### src/rtl/bram_ctrl_pkg.sv
// Shared definitions for the block-RAM burst controller and the RAM array it drives.
// Holds the controller state encoding, the data/block geometry and the address-width helper.
package bram_ctrl_pkg;

    localparam int DATA_W      = 16;
    localparam int BLOCK_DEPTH = 256;

    typedef enum logic [1:0] {
        ST_IDLE  = 2'd0,
        ST_WRITE = 2'd1,
        ST_READ  = 2'd2,
        ST_DRAIN = 2'd3
    } state_e;

    // Word-address width of an array of num_blocks blocks of BLOCK_DEPTH words.
    function automatic int calc_addr_w(input int num_blocks);
        return $clog2(BLOCK_DEPTH) + $clog2(num_blocks);
    endfunction

endpackage

### src/rtl/bram_burst_ctrl_rd_skid.sv
// Two-entry read-data FIFO that absorbs the RAM's one-cycle read latency.
// The head is driven from storage registers; nothing bypasses from push to head.
module bram_rd_skid
    import bram_ctrl_pkg::*;
(
    input  logic              clk,
    input  logic              rst_n,
    input  logic              push,
    input  logic              pop,
    input  logic [DATA_W-1:0] din,
    output logic [DATA_W-1:0] dout,
    output logic [1:0]        count,
    output logic              empty
);

    logic [DATA_W-1:0] mem_r [2];
    logic              wr_ptr_r;
    logic              rd_ptr_r;
    logic [1:0]        count_r;
    logic              pop_ok_s;
    logic              push_ok_s;

    // A full FIFO only takes a push when it is also being popped.
    assign pop_ok_s  = pop && (count_r != 2'd0);
    assign push_ok_s = push && ((count_r != 2'd2) || pop_ok_s);

    // Storage, pointers and occupancy; reset flushes the FIFO.
    always_ff @(posedge clk) begin
        if (!rst_n) begin
            mem_r[0] <= {DATA_W{1'b0}};
            mem_r[1] <= {DATA_W{1'b0}};
            wr_ptr_r <= 1'b0;
            rd_ptr_r <= 1'b0;
            count_r  <= 2'd0;
        end else begin
            if (push_ok_s) begin
                mem_r[wr_ptr_r] <= din;
                wr_ptr_r        <= ~wr_ptr_r;
            end
            if (pop_ok_s) begin
                rd_ptr_r <= ~rd_ptr_r;
            end
            count_r <= count_r + {1'b0, push_ok_s} - {1'b0, pop_ok_s};
        end
    end

    assign dout  = mem_r[rd_ptr_r];
    assign count = count_r;
    assign empty = (count_r == 2'd0);

endmodule

### src/rtl/bram_burst_ctrl.sv
// Burst initiator for the banked 16-bit block-RAM array: one command at a time,
// streaming write beats in or read beats out under valid/ready flow control.
module bram_burst_ctrl
    import bram_ctrl_pkg::*;
#(
    parameter  int NUM_BLOCKS = 16,
    localparam int ADDR_W     = calc_addr_w(NUM_BLOCKS)
) (
    input  logic              clk,
    input  logic              rst_n,
    input  logic              cmd_valid,
    output logic              cmd_ready,
    input  logic              cmd_write,
    input  logic [ADDR_W-1:0] cmd_addr,
    input  logic [ADDR_W-1:0] cmd_len,
    input  logic [DATA_W-1:0] wr_data,
    input  logic              wr_valid,
    output logic              wr_ready,
    output logic [DATA_W-1:0] rd_data,
    output logic              rd_valid,
    input  logic              rd_ready,
    output logic              busy,
    output logic              done,
    output logic              mem_rd_en,
    output logic [ADDR_W-1:0] mem_rd_addr,
    output logic              mem_wr_en,
    output logic [ADDR_W-1:0] mem_wr_addr,
    output logic [DATA_W-1:0] mem_wdata,
    input  logic [DATA_W-1:0] mem_rdata
);

    localparam logic [ADDR_W-1:0] ADDR_ZERO = {ADDR_W{1'b0}};
    localparam logic [ADDR_W-1:0] ADDR_ONE  = {{(ADDR_W-1){1'b0}}, 1'b1};

    state_e            state_r;
    state_e            state_nxt_s;
    logic [ADDR_W-1:0] addr_r;
    logic [ADDR_W-1:0] addr_nxt_s;
    logic [ADDR_W-1:0] remain_r;
    logic [ADDR_W-1:0] remain_nxt_s;
    logic              inflight_r;
    logic              done_r;
    logic              done_nxt_s;
    logic              issue_s;
    logic              pop_s;
    logic              wr_fire_s;
    logic [1:0]        fifo_cnt_s;
    logic              fifo_empty_s;
    logic [2:0]        occ_s;

    // Occupancy counts the read already in flight and credits a beat leaving this cycle.
    assign pop_s     = ~fifo_empty_s & rd_ready;
    assign occ_s     = {1'b0, fifo_cnt_s} + {2'b00, inflight_r} - {2'b00, pop_s};
    assign issue_s   = (state_r == ST_READ) && (occ_s < 3'd2);
    assign wr_fire_s = (state_r == ST_WRITE) && wr_valid;

    bram_rd_skid u_rd_skid (
        .clk   (clk),
        .rst_n (rst_n),
        .push  (inflight_r),
        .pop   (pop_s),
        .din   (mem_rdata),
        .dout  (rd_data),
        .count (fifo_cnt_s),
        .empty (fifo_empty_s)
    );

    // Next-state, address/count updates and completion pulse.
    always_comb begin
        state_nxt_s  = state_r;
        addr_nxt_s   = addr_r;
        remain_nxt_s = remain_r;
        done_nxt_s   = 1'b0;
        case (state_r)
            ST_IDLE: begin
                if (cmd_valid) begin
                    addr_nxt_s   = cmd_addr;
                    remain_nxt_s = cmd_len;
                    state_nxt_s  = cmd_write ? ST_WRITE : ST_READ;
                end else begin
                    state_nxt_s = ST_IDLE;
                end
            end
            ST_WRITE: begin
                if (wr_fire_s) begin
                    addr_nxt_s   = addr_r + ADDR_ONE;
                    remain_nxt_s = remain_r - ADDR_ONE;
                    if (remain_r == ADDR_ZERO) begin
                        state_nxt_s = ST_IDLE;
                        done_nxt_s  = 1'b1;
                    end else begin
                        state_nxt_s = ST_WRITE;
                    end
                end else begin
                    state_nxt_s = ST_WRITE;
                end
            end
            ST_READ: begin
                if (issue_s) begin
                    addr_nxt_s   = addr_r + ADDR_ONE;
                    remain_nxt_s = remain_r - ADDR_ONE;
                    if (remain_r == ADDR_ZERO) begin
                        state_nxt_s = ST_DRAIN;
                    end else begin
                        state_nxt_s = ST_READ;
                    end
                end else begin
                    state_nxt_s = ST_READ;
                end
            end
            ST_DRAIN: begin
                // Finish as the last beat leaves, so done lands the cycle after it is taken.
                if (!inflight_r && (fifo_cnt_s == {1'b0, pop_s})) begin
                    state_nxt_s = ST_IDLE;
                    done_nxt_s  = 1'b1;
                end else begin
                    state_nxt_s = ST_DRAIN;
                end
            end
            default: begin
                state_nxt_s = ST_IDLE;
            end
        endcase
    end

    // Controller registers; reset abandons any burst and drops in-flight read data.
    always_ff @(posedge clk) begin
        if (!rst_n) begin
            state_r    <= ST_IDLE;
            addr_r     <= ADDR_ZERO;
            remain_r   <= ADDR_ZERO;
            inflight_r <= 1'b0;
            done_r     <= 1'b0;
        end else begin
            state_r    <= state_nxt_s;
            addr_r     <= addr_nxt_s;
            remain_r   <= remain_nxt_s;
            inflight_r <= issue_s;
            done_r     <= done_nxt_s;
        end
    end

    assign cmd_ready   = rst_n & (state_r == ST_IDLE);
    assign wr_ready    = (state_r == ST_WRITE);
    assign busy        = (state_r != ST_IDLE);
    assign done        = done_r;
    assign rd_valid    = ~fifo_empty_s;
    assign mem_rd_en   = issue_s;
    assign mem_rd_addr = addr_r;
    assign mem_wr_en   = wr_fire_s;
    assign mem_wr_addr = addr_r;
    assign mem_wdata   = wr_data;

endmodule

### config.mk
export PLATFORM = sky130hd
export DESIGN_NAME = bram_burst_ctrl
export DESIGN_NICKNAME = d
export VERILOG_FILES = /design/src/rtl/bram_ctrl_pkg.sv /design/src/rtl/bram_burst_ctrl_rd_skid.sv /design/src/rtl/bram_burst_ctrl.sv
export SDC_FILE = /design/constraint.sdc
export NUM_CORES = 1
export LEC_CHECK = 0
export CELL_PAD_IN_SITES_DETAIL_PLACEMENT = 1
export CELL_PAD_IN_SITES_GLOBAL_PLACEMENT = 2
export CORE_UTILIZATION = 28
export CTS_BUF_LIST = sky130_fd_sc_hd__clkbuf_2
export CTS_CLUSTER_SIZE = 25
export DETAILED_ROUTE_END_ITERATION = 12
export HOLD_SLACK_MARGIN = 0.12
export PLACE_DENSITY = 0.87
export REMOVE_ABC_BUFFERS = 1
export SETUP_SLACK_MARGIN = 0.15
export SYNTH_ARGS = -nofsm -noshare
export SYNTH_HDL_FRONTEND = slang
export SYNTH_SLANG_ARGS = --single-unit
### constraint.sdc
create_clock -name clk -period 3.8 [get_ports clk]
set_clock_uncertainty 0.1 [all_clocks]
set_input_delay 0.38 -clock clk [delete_from_list [all_inputs] [get_ports clk]]
set_output_delay 0.38 -clock clk [all_outputs]
set_load 0.02 [all_outputs]
=== After elaboration in Yosys (flattened, before gate mapping) ===
Memory sizes are Yosys's and may differ from the RTL's. A register that Yosys moved wholly into a read port is not among the register bits.
Cells that the tools add are included.

* $add $sub $neg: 6
* Order comparisons: 1
* Eq/ne operators: 8
* Mux-type cells: 29
* Bitwise operators: 5
* Reductions and logical operators: 15

{| class="wikitable"
|+ Operator list
! kind !! number
|-
| $mux W12 || 6
|-
| $pmux W12 S3 || 2
|-
| $mux W16 || 1
|-
| $reduce_or A16 Y1 || 1
|-
| $mux W1 || 13
|-
| $add A12 B1 Y12 const B || 1
|-
| $logic_not A12 Y1 || 1
|-
| $sub A12 B1 Y12 const B || 1
|-
| $mux W2 || 5
|-
| $pmux W2 S4 || 1
|-
| $ne A2 B2 Y1 const B || 3
|-
| $logic_and A1 B1 Y1 || 5
|-
| $eq A2 B2 Y1 const B || 2
|-
| $logic_not A2 Y1 || 2
|-
| $reduce_and A4 Y1 || 1
|-
| $reduce_bool A2 Y1 || 2
|-
| $add A2 B1 Y3 || 1
|-
| $lt A3 B2 Y1 const B || 1
|-
| $not A1 Y1 || 3
|-
| $reduce_bool A3 Y1 || 1
|-
| $sub A3 B1 Y3 || 1
|-
| $add A2 B1 Y2 || 1
|-
| $and A1 B1 Y1 || 2
|-
| $eq A2 B1 Y1 || 1
|-
| other kinds (6) || 6
|}

* Flip-flop bits (word level): 32
* RAM bits: 32
* Input bits: 62
* Output and inout port bits: 63
* Logic and storage cells: 73
* Memories kept: 1

{| class="wikitable"
|+ Memories
! memory !! words !! width !! read ports !! clocked after memory_dff !! wr ports !! line !! source
|-
| u_rd_skid.mem_r || 2 || 16 || 1 || 1 || 2 || bram_burst_ctrl_rd_skid.sv:16 || <nowiki>logic [DATA_W-1:0] mem_r [2];</nowiki>
|}

=== Logic depth before layout (Yosys ltp) ===
Gate-level depths: netlist (run 1).

* Word-level depth: 11
* Depth in mapped cells: 11
* Depth with buffers taken out: 10

=== Modules after synthesis ===
A second synthesis (run 1) with hierarchy kept.

* Cells, all modules: 379
* Area, all modules: 3,746.1 um^2

{| class="wikitable"
|+ By module, submodules not included
! module !! instances !! cells an instance !! area an instance (um^2) !! seq. area each (um^2)
|-
| bram_burst_ctrl || 1 || 269 || 2,078.2 || 560.5
|-
| bram_rd_skid || 1 || 110 || 1,667.8 || 1,061.0
|}

=== Worst setup path after synthesis (run 1) ===
OpenSTA, ideal clock, no wires.

* Path kind: reg-to-reg
* Start point: register u_rd_skid.count_r[1] (netlist: u_rd_skid.count[1])
* End point: register addr_r[11] (netlist: mem_rd_addr[11])
* Setup time: 120 ps
* Data arrival time: 2,728 ps
* Data required time: 3,580 ps
* Path slack: 852 ps
* Stages on the path, launching flop included: 11
* Buffers on the path: 0
* Clock period less this slack: 2,948 ps
* Cell sequence: dfxtp_1 or2_2 and2_1 ha_1 inv_1 nand2_1 fa_1 xnor2_1 o2111a_4 mux2_4 o31a_1

* Word-level cells in the longest chain between the ends: 8
* Elaborated cells on any way between the ends: 9
* Those cells by class: add/sub: 2; order compare: 1; eq/ne: 1; bitwise: 2; reduce/logical: 3

{| class="wikitable"
|+ RTL lines
! item !! line !! source
|-
| start: declaration || bram_burst_ctrl_rd_skid.sv:19 || <nowiki>logic [1:0] count_r;</nowiki>
|-
| start signal: assignment || bram_burst_ctrl_rd_skid.sv:43 || <nowiki>count_r <= count_r + {1'b0, push_ok_s} - {1'b0, pop_ok_s};</nowiki>
|-
| $logic_not A2 Y1 || bram_burst_ctrl_rd_skid.sv:49 || <nowiki>assign empty = (count_r == 2'd0);</nowiki>
|-
| $not A1 Y1 || -- ||
|-
| via rd_valid || bram_burst_ctrl.sv:20 || <nowiki>output logic rd_valid,</nowiki>
|-
| $and A1 B1 Y1 || bram_burst_ctrl.sv:52 || <nowiki>assign pop_s = ~fifo_empty_s & rd_ready;</nowiki>
|-
| $sub A3 B1 Y3 || bram_burst_ctrl.sv:53 || <nowiki>assign occ_s = {1'b0, fifo_cnt_s} + {2'b00, inflight_r} - {2'b00, pop_s};</nowiki>
|-
| $lt A3 B2 Y1 || bram_burst_ctrl.sv:54 || <nowiki>assign issue_s = (state_r == ST_READ) && (occ_s < 3'd2);</nowiki>
|-
| $logic_and A1 B1 Y1 || bram_burst_ctrl.sv:54 ||
|-
| $ne A2 B2 Y1 (no line) || -- ||
|-
| $reduce_and A4 Y1 (no line) || -- ||
|-
| end signal: assignment || bram_burst_ctrl.sv:136 || <nowiki>addr_r <= addr_nxt_s;</nowiki>
|-
| end: declaration || bram_burst_ctrl.sv:37 || <nowiki>logic [ADDR_W-1:0] addr_r;</nowiki>
|}

The timed path passes the listed nets, and every way through them passes these cells.
A chain may end at the register's enable or synchronous reset.

=== Worst setup path after layout (run 1) ===
* Start point: register u_rd_skid.count_r[1] (netlist: u_rd_skid.count[1])
* End point: output mem_rd_en

* Word-level cells in the longest chain between the ends: 6
* Elaborated cells on any way between the ends: 7
* Those cells by class: add/sub: 2; order compare: 1; bitwise: 2; reduce/logical: 2

{| class="wikitable"
|+ RTL lines
! item !! line !! source
|-
| parallel branches: the longest is 3 deep, another holds $add A2 B1 Y3 || -- ||
|-
| $sub A3 B1 Y3 * || bram_burst_ctrl.sv:53 ||
|-
| $lt A3 B2 Y1 * || bram_burst_ctrl.sv:54 ||
|-
| $logic_and A1 B1 Y1 * || bram_burst_ctrl.sv:54 ||
|-
| end: declaration || bram_burst_ctrl.sv:24 || <nowiki>output logic mem_rd_en,</nowiki>
|}

Every way passes the cells marked *.

==> results of run 1 <==
-- how the worst max path moves through the flow --
stage | start | end | depth (start not counted)
floorplan | u_rd_skid.count[1] | mem_rd_addr[11] | 10
global placement | rd_ready | mem_rd_en | 9
finish | u_rd_skid.count[1] | mem_rd_en | 9
CTS | u_rd_skid.count[1] | mem_rd_en | 9
global route | u_rd_skid.count[1] | mem_rd_en | 9
detailed placement | rd_ready | mem_rd_en | 9
-- worst max-delay path: cells and delay by family, from the launching register on --
| kind | cells | cell delay (ps) |
|---|---|---|
| adder cells (fa/ha/maj) | 2 | 710 |
| flip-flops | 1 | 400 |
| AND/OR/NAND/NOR | 4 | 800 |
| buffers and inverters | 2 | 340 |
| XOR/XNOR | 1 | 230 |
-- flip-flops by register name, summed over array words and instances, names as in the netlist, 2 cells and up, named ones only --
name             count
u_rd_skid.mem_r     32
mem_rd_addr         12
remain_r            12
state_r              2
u_rd_skid.count      2
-- placed cells by master (no fill, tap or decap), types with 3 or more instances in the layout --
cell type and n:
sky130_fd_sc_hd__a211oi_1 5, sky130_fd_sc_hd__a21oi_1 23, sky130_fd_sc_hd__a31oi_1 5, sky130_fd_sc_hd__and2_1 38, sky130_fd_sc_hd__buf_4 7, sky130_fd_sc_hd__clkbuf_2 9
sky130_fd_sc_hd__clkdlybuf4s50_1 91, sky130_fd_sc_hd__dfxtp_1 32, sky130_fd_sc_hd__edfxtp_1 32, sky130_fd_sc_hd__ha_1 9, sky130_fd_sc_hd__inv_1 14, sky130_fd_sc_hd__mux2_2 18
sky130_fd_sc_hd__nand2_1 21, sky130_fd_sc_hd__nand2b_1 4, sky130_fd_sc_hd__nand3_1 10, sky130_fd_sc_hd__nand4_1 4, sky130_fd_sc_hd__nor2_1 15, sky130_fd_sc_hd__nor2b_1 6
sky130_fd_sc_hd__nor3_1 8, sky130_fd_sc_hd__nor4_1 4, sky130_fd_sc_hd__o21ai_0 20, sky130_fd_sc_hd__o22ai_1 3, sky130_fd_sc_hd__o2bb2ai_1 3, sky130_fd_sc_hd__o31a_1 3
sky130_fd_sc_hd__or3_1 3, sky130_fd_sc_hd__xnor2_1 3
-- stage by stage --
step | std cells | worst slack (ps)
global route | 611 | 155
finish | 611 | 329
detailed placement | 595 | 321
global placement | 595 | 417
CTS | 611 | 191
floorplan | 324 | 584
-- logic make-up (layout without fill, tap and decap cells) --
logic type	after synthesis	in the layout	share of synthesized area
xor gates and xnor gates	4	4	0.00967
and+or+nand+nor	126	126	0.191
AOI/OAI and AO/OA	83	83	0.150
DFF	65	65	0.448
adders and majority gates	10	10	0.0366
muxes	21	21	0.0656
buffers and inverters	61	130	0.0988
-- synthesized netlist by cell type, types with 4 or more instances --
library cell,count
sky130_fd_sc_hd__a21oi_1,23
sky130_fd_sc_hd__xnor2_1,4
sky130_fd_sc_hd__and2_1,38
sky130_fd_sc_hd__nor2_1,15
sky130_fd_sc_hd__nor4_1,4
sky130_fd_sc_hd__mux2_2,18
sky130_fd_sc_hd__buf_2,4
sky130_fd_sc_hd__nand4_1,4
sky130_fd_sc_hd__a211oi_1,5
sky130_fd_sc_hd__o21ai_0,21
sky130_fd_sc_hd__buf_4,29
sky130_fd_sc_hd__dfxtp_1,33
sky130_fd_sc_hd__inv_1,14
sky130_fd_sc_hd__nand3_1,10
sky130_fd_sc_hd__nor2b_1,6
sky130_fd_sc_hd__edfxtp_1,32
sky130_fd_sc_hd__nand2b_1,4
sky130_fd_sc_hd__a31oi_1,5
sky130_fd_sc_hd__ha_1,9
sky130_fd_sc_hd__nand2_1,21
sky130_fd_sc_hd__nor3_1,8
sky130_fd_sc_hd__clkbuf_1,10
-- area by class of cell --
cell class,instances,area [um^2]
inverters,15,56.3
fillers,1467,7970
multi-input cells,244,1660
clock inverters,7,85.1
repair buffers,99,975
flip-flops and latches,65,1620
clock buffers,9,45.0
well taps,172,215
-- routing by layer --
metal / wire, um / global-route usage / part of all wire
met1: 4290 / 0.186 / 0.42
met2: 4940 / 0.278 / 0.49
met3: 761 / 0.0581 / 0.075
met4: 106 / 0.0487 / 0.010
met5: 0 / 0 / 0
-- power by group through the flow --
stage          registers [mW]  clock network (mW)  logic (mW)
3_5_place_dp             1.15                   0        1.86
6_report                 1.13               0.477        1.87
5_1_grt                  1.17               0.528        2.05
4_1_cts                  1.13               0.500        1.89
3_3_place_gp             1.13                   0        1.83
2_1_floorplan            1.21                   0        1.04
==> results.rst, run 1 <==
.. list-table::
   :header-rows: 1

   * - Metric
     - Value
   * - Run status
     - finished clean
   * - Post-CTS setup buffer count
     - 0
   * - Areal power density over the cells
     - between 700 and 800 nW/um^2
   * - Area growth from synthesis to layout
     - 28.5%
   * - Tightest hold margin
     - between 300 and 400 ps
   * - End of the worst register-to-register path
     - mem_rd_addr[11]
   * - Critical Path Source Type
     - flip-flop
   * - Crit-path cells
     - or2_2, and2_1, ha_1, inv_1, nand2_1, fa_1, xnor2_2, and3_4, clkdlybuf4s15_2
   * - Largest vdd supply drop
     - roughly 0.3 mV
   * - Die Area
     - between 10000 and 15000 um^2
   * - Main flop type after synthesis
     - sky130_fd_sc_hd__dfxtp_1
   * - I/O Buffers
     - 92
   * - Vias per std cell
     - approximately 4.9
   * - Fin crit share
     - 0.914
   * - Effective utilization at floorplan
     - 0.287
   * - Std-Cell Core Area
     - 12600 um^2
   * - Total standard cell area after synthesis
     - around 3600 um^2
   * - Total clock buffers created by CTS
     - 9
   * - Setup repair after global routing missed its margin
     - no
   * - Wire length of the first global-routing pass
     - between 15 and 20 mm
   * - Largest fanout of any net on the critical path
     - 5
   * - Global-route usage over all layers
     - 0.161
   * - Final net count
     - 506
   * - Relative max-transition margin
     - 0.321
   * - FF-to-FF setup slack
     - ~620 ps
   * - Share of Yosys cell area claimed by the top area cell type
     - 0.265
   * - Unique masters post-synth
     - 54
   * - Clock sink count
     - 65
   * - Final total power
     - 3.48 mW
   * - Crit path DAT
     - ~3000 ps
   * - Clock network latency to the later pin of the worst-skew pair
     - roughly 530 ps
   * - Final number of hold-violating endpoints
     - 0
   * - Clock root cell
     - sky130_fd_sc_hd__clkbuf_2
   * - Crit. End Element
     - primary output
   * - Number of max-slew violations in the final report
     - 0
   * - Post-synthesis area per instance
     - between 9 and 10 um^2
   * - Required time of the worst setup path
     - 3320 ps
   * - Cell area after layout
     - around 4700 um^2
   * - Pin slew with the least headroom to its limit
     - 1010 ps
   * - Fin Setup TNS
     - 0 ps
   * - Leading area contributor after synthesis
     - sky130_fd_sc_hd__edfxtp_1
   * - Antenna Diode Count
     - 0
   * - Post-route minimum period
     - between 3000 and 4000 ps
   * - Depth of the worst register-to-register path
     - 10
   * - Die Span Y
     - ~120 um
   * - Boundary Pins
     - 125
   * - Number of synthesized register bits
     - 65
   * - Remaining design rule violation count
     - 0
   * - Number of global-route vias before repair
     - 3219
   * - Horizontal die dimension
     - between 100 and 150 um
   * - Library cell contributing the largest single delay on the critical path
     - sky130_fd_sc_hd__fa_1
   * - Hold Path Depth
     - 3
   * - Warning count from the yosys run
     - 0
   * - CTS H-tree lvls
     - 3
   * - Clock slew seen by the registers of the worst setup and hold paths
     - 200 ps
   * - Critical path class
     - reg -> out
   * - Number of buffers between clock root and the deepest sink
     - 2
   * - Switching power summed over all nets
     - roughly 1.5 mW
   * - Hpwl dp
     - approximately 7 mm
   * - Antenna violations before repair
     - 0
   * - Hold wc startpoint
     - cmd_addr[1]
   * - Async S/R FF share, synth
     - 0
   * - Fraction of final layout cells sized beyond drive strength 1
     - 0.121
   * - Sequential fraction of design power
     - 0.325
   * - Max Fclk
     - around 0.29 GHz
   * - Number of enable-type register cells in the synthesized netlist
     - 32
   * - Synth Instances
     - 370
   * - Post-detailed-routing wire length
     - 10.1 mm
   * - Max-capacitance violation count
     - 0
   * - Total congestion overflow
     - 0
   * - Type of the most critical hold path
     - in -> reg
   * - Detailed-routing iteration count for the pre-antenna-repair pass
     - 4
   * - Sequential element share of the synthesized area
     - 0.448
   * - Post-detailed-route wirelength per cell
     - 16.5 um
   * - Clock share of power
     - 0.137
   * - Biggest area contributors in the synthesized netlist
     - sky130_fd_sc_hd__edfxtp_1 (27%), sky130_fd_sc_hd__dfxtp_1 (18%), sky130_fd_sc_hd__and2_1 (6.6%)
   * - Utilization after layout
     - 0.369
   * - Destination of the worst hold path
     - mem_rd_addr[1]
   * - Pin count of the biggest net entering global routing
     - 35
   * - FF-to-FF Start
     - u_rd_skid.count[1]
   * - Number of setup violations in the final report
     - 0
   * - Cell-internal power
     - approximately 2.0 mW
   * - Resize count post-CTS
     - 4
   * - Placement Rows
     - between 40 and 50
   * - Remaining number of nets flagged by the antenna check after routing
     - 0
   * - Share of total power consumed by net switching
     - 0.432
   * - Proportion of power drawn by combinational gates
     - 0.538
   * - RePlAce Congestion
     - roughly 0.77
   * - Overall via count from detail_route
     - 3016
   * - Lkg Pwr
     - around 1.7 nW
   * - Clock tree from TritonCTS
     - yes
   * - Dpl cell area
     - roughly 4500 um^2
   * - Hold-fix buffers at CTS
     - 0
   * - Largest stage delay, worst path
     - around 420 ps
   * - Violation count after the first detailed-routing iteration
     - 118
Note: power is estimated with default switching activity, not from simulation.
==> run 2: changes to the inputs <==
- RECOVER_POWER: default -> 50
==> results.rst, run 2 (synthesis gave the netlist of run 1 again) <==
.. list-table::
   :header-rows: 1

   * - Metric
     - Value
   * - Required time of the worst setup path
     - roughly 3300 ps
   * - Tightest hold margin
     - between 300 and 400 ps
   * - Clock slew seen by the registers of the worst setup and hold paths
     - about 200 ps
   * - Share of total power consumed by net switching
     - 0.434
   * - Crit path DAT
     - approximately 3000 ps
   * - I/O Buffers
     - 92
   * - Number of buffers between clock root and the deepest sink
     - 2
   * - Number of max-slew violations in the final report
     - 0
   * - Lkg Pwr
     - about 1.7 nW
   * - Effective utilization at floorplan
     - 0.287
   * - Crit-path cells
     - or2_2, and2_0, ha_1, inv_1, nand2_1, fa_1, xnor2_2, and3_4, clkdlybuf4s15_2
   * - Violation count after the first detailed-routing iteration
     - about 120
   * - Largest vdd supply drop
     - 0.299 mV
   * - Remaining number of nets flagged by the antenna check after routing
     - 0
   * - Horizontal die dimension
     - between 100 and 150 um
   * - Fin crit share
     - 0.929
   * - Fraction of final layout cells sized beyond drive strength 1
     - 0.112
   * - Total buffers and inverters traversed by the critical path
     - 2
   * - Switching power summed over all nets
     - around 1.5 mW
   * - Antenna violations before repair
     - 0
   * - Final net count
     - around 510
   * - Clock network latency to the later pin of the worst-skew pair
     - around 530 ps
   * - Clock share of power
     - 0.138
   * - Fillers
     - around 1500
   * - Sequential fraction of design power
     - 0.326
   * - RePlAce Congestion
     - between 0.7 and 0.8
   * - Critical Path Source Type
     - flip-flop
   * - Detailed-routing iteration count for the pre-antenna-repair pass
     - 4
   * - Relative max-transition margin
     - 0.302
   * - Std-Cell Core Area
     - approximately 13000 um^2
   * - Run status
     - finished clean
   * - Pin count of the biggest net entering global routing
     - 35
   * - Fin Setup TNS
     - 0 ps
   * - Number of global-route vias before repair
     - between 3000 and 4000
   * - Boundary Pins
     - about 130
   * - Max-capacitance violation count
     - 0
   * - Type of the most critical hold path
     - in -> reg
   * - Crit. End Element
     - primary output
   * - Die Area
     - roughly 13000 um^2
   * - Pin slew with the least headroom to its limit
     - slightly above 1000 ps
   * - Post-route minimum period
     - 3530 ps
   * - Remaining design rule violation count
     - 0
   * - Clock tree from TritonCTS
     - yes
   * - Cell-internal power
     - approximately 2.0 mW
   * - Area growth from synthesis to layout
     - 28.2%
   * - Most frequent standard cell in the layout excluding fill and tap cells
     - sky130_fd_sc_hd__clkdlybuf4s50_1
   * - Proportion of power drawn by combinational gates
     - 0.537
   * - Antenna Diode Count
     - 0
   * - CTS H-tree lvls
     - 3
   * - Final number of hold-violating endpoints
     - 0
   * - Most frequent cells in the layout
     - sky130_fd_sc_hd__clkdlybuf4s50_1 (86), sky130_fd_sc_hd__dfxtp_1 (33), sky130_fd_sc_hd__edfxtp_1 (32)
   * - Max reg flops
     - 32
   * - Setup repair after global routing missed its margin
     - no
   * - Die Span Y
     - 116 um
   * - Worst path top cell family by delay
     - simple AND/OR/NAND/NOR gates
   * - Placement Rows
     - 41
   * - Hpwl dp
     - a little over 7 mm
   * - Total clock buffers created by CTS
     - 9
   * - Overall via count from detail_route
     - 3023
   * - Largest stage delay, worst path
     - ~420 ps
   * - Critical path class
     - reg -> out
   * - Post-detailed-routing wire length
     - about 10 mm
   * - Total congestion overflow
     - 0
   * - Wire length of the first global-routing pass
     - 16.3 mm
   * - Library cell contributing the largest single delay on the critical path
     - sky130_fd_sc_hd__dfxtp_1
   * - Clock sink count
     - 65
   * - Post-detailed-route wirelength per cell
     - 16.6 um
   * - Vias per std cell
     - just under 5
   * - Clock root cell
     - sky130_fd_sc_hd__clkbuf_2
   * - Max Fclk
     - approximately 0.28 GHz
   * - Largest fanout of any net on the critical path
     - 5
   * - Number of setup violations in the final report
     - 0
   * - Register with the highest flop count
     - u_rd_skid.mem_r
   * - Global-route usage over all layers
     - 0.161
   * - Final total power
     - around 3.5 mW
   * - Areal power density over the cells
     - ~750 nW/um^2
[run 2: cell type report]
cell class | instances | area (um^2) | share of cell area
Timing Repair Buffer | 99 | 963 | 0.208
Multi-Input combinational cell | 244 | 1660 | 0.357
Sequential cell | 65 | 1620 | 0.349
Tap cell | 172 | 215 | 0.0464
Clock inverter | 7 | 85.1 | 0.0183
Clock buffer | 9 | 45.0 | 0.00970
Inverter | 15 | 56.3 | 0.0121
[run 2: worst paths after layout]
check | start | endpoint | slack [ps] | cells after the start
max | u_rd_skid.count[1] | mem_rd_en | 270 | 9
max reg2reg | u_rd_skid.count[1] | mem_rd_addr[11] | 570 | 10
min | cmd_addr[1] | mem_rd_addr[1] | 350 | 3
min reg2reg | remain_r[6] | remain_r[6] | 420 | 2
[run 2: worst min-delay path, delay by kind of cell]
| family | cells | cell delay (ps) |
|---|---|---|
| mux | 1 | 120 |
| compound gates | 1 | 80 |
| buf+inv | 1 | 390 |
[run 2: power groups by stage]
stage / combinational, mW / sequential (mW) / clock, mW
after CTS: 1.89 / 1.13 / 0.500
after detailed placement: 1.86 / 1.15 / 0
final: 1.86 / 1.13 / 0.479
after global routing: 2.04 / 1.17 / 0.528
after global placement: 1.83 / 1.13 / 0
after floorplan: 1.04 / 1.21 / 0
[run 2: repair_timing]
action / 4_1_cts / 5_1_grt
setup buffers: 0 / 0
hold buffers: 0 / 0
gates resized for setup: 4 / 2
endpoints found under the setup margin: 1 / 1
[run 2: layer usage]
layer,global-route usage,up-vias,part of all wire
met5,0,-,0
met4,0.0487,0,0.010
met3,0.0581,11,0.075
met2,0.278,108,0.49
met1,0.186,1472,0.43
li1,-,1432,-
[run 2: stage by stage]
stage / util / std cells / setup slack (ps) / cell area, um^2
3_3_place_gp: 0.357 / 595 / 417 / 4510
4_1_cts: 0.368 / 611 / 191 / 4650
6_report: 0.368 / 611 / 270 / 4640
3_5_place_dp: 0.357 / 595 / 321 / 4510
5_1_grt: 0.368 / 611 / 80.7 / 4640
2_1_floorplan: - / 324 / 584 / 3320
==> run 3: changes to the inputs <==
- CAP_MARGIN: default -> 0
==> results of run 3 <==
Same layout as run 2: the final DEF is identical, and so are final timing and power.
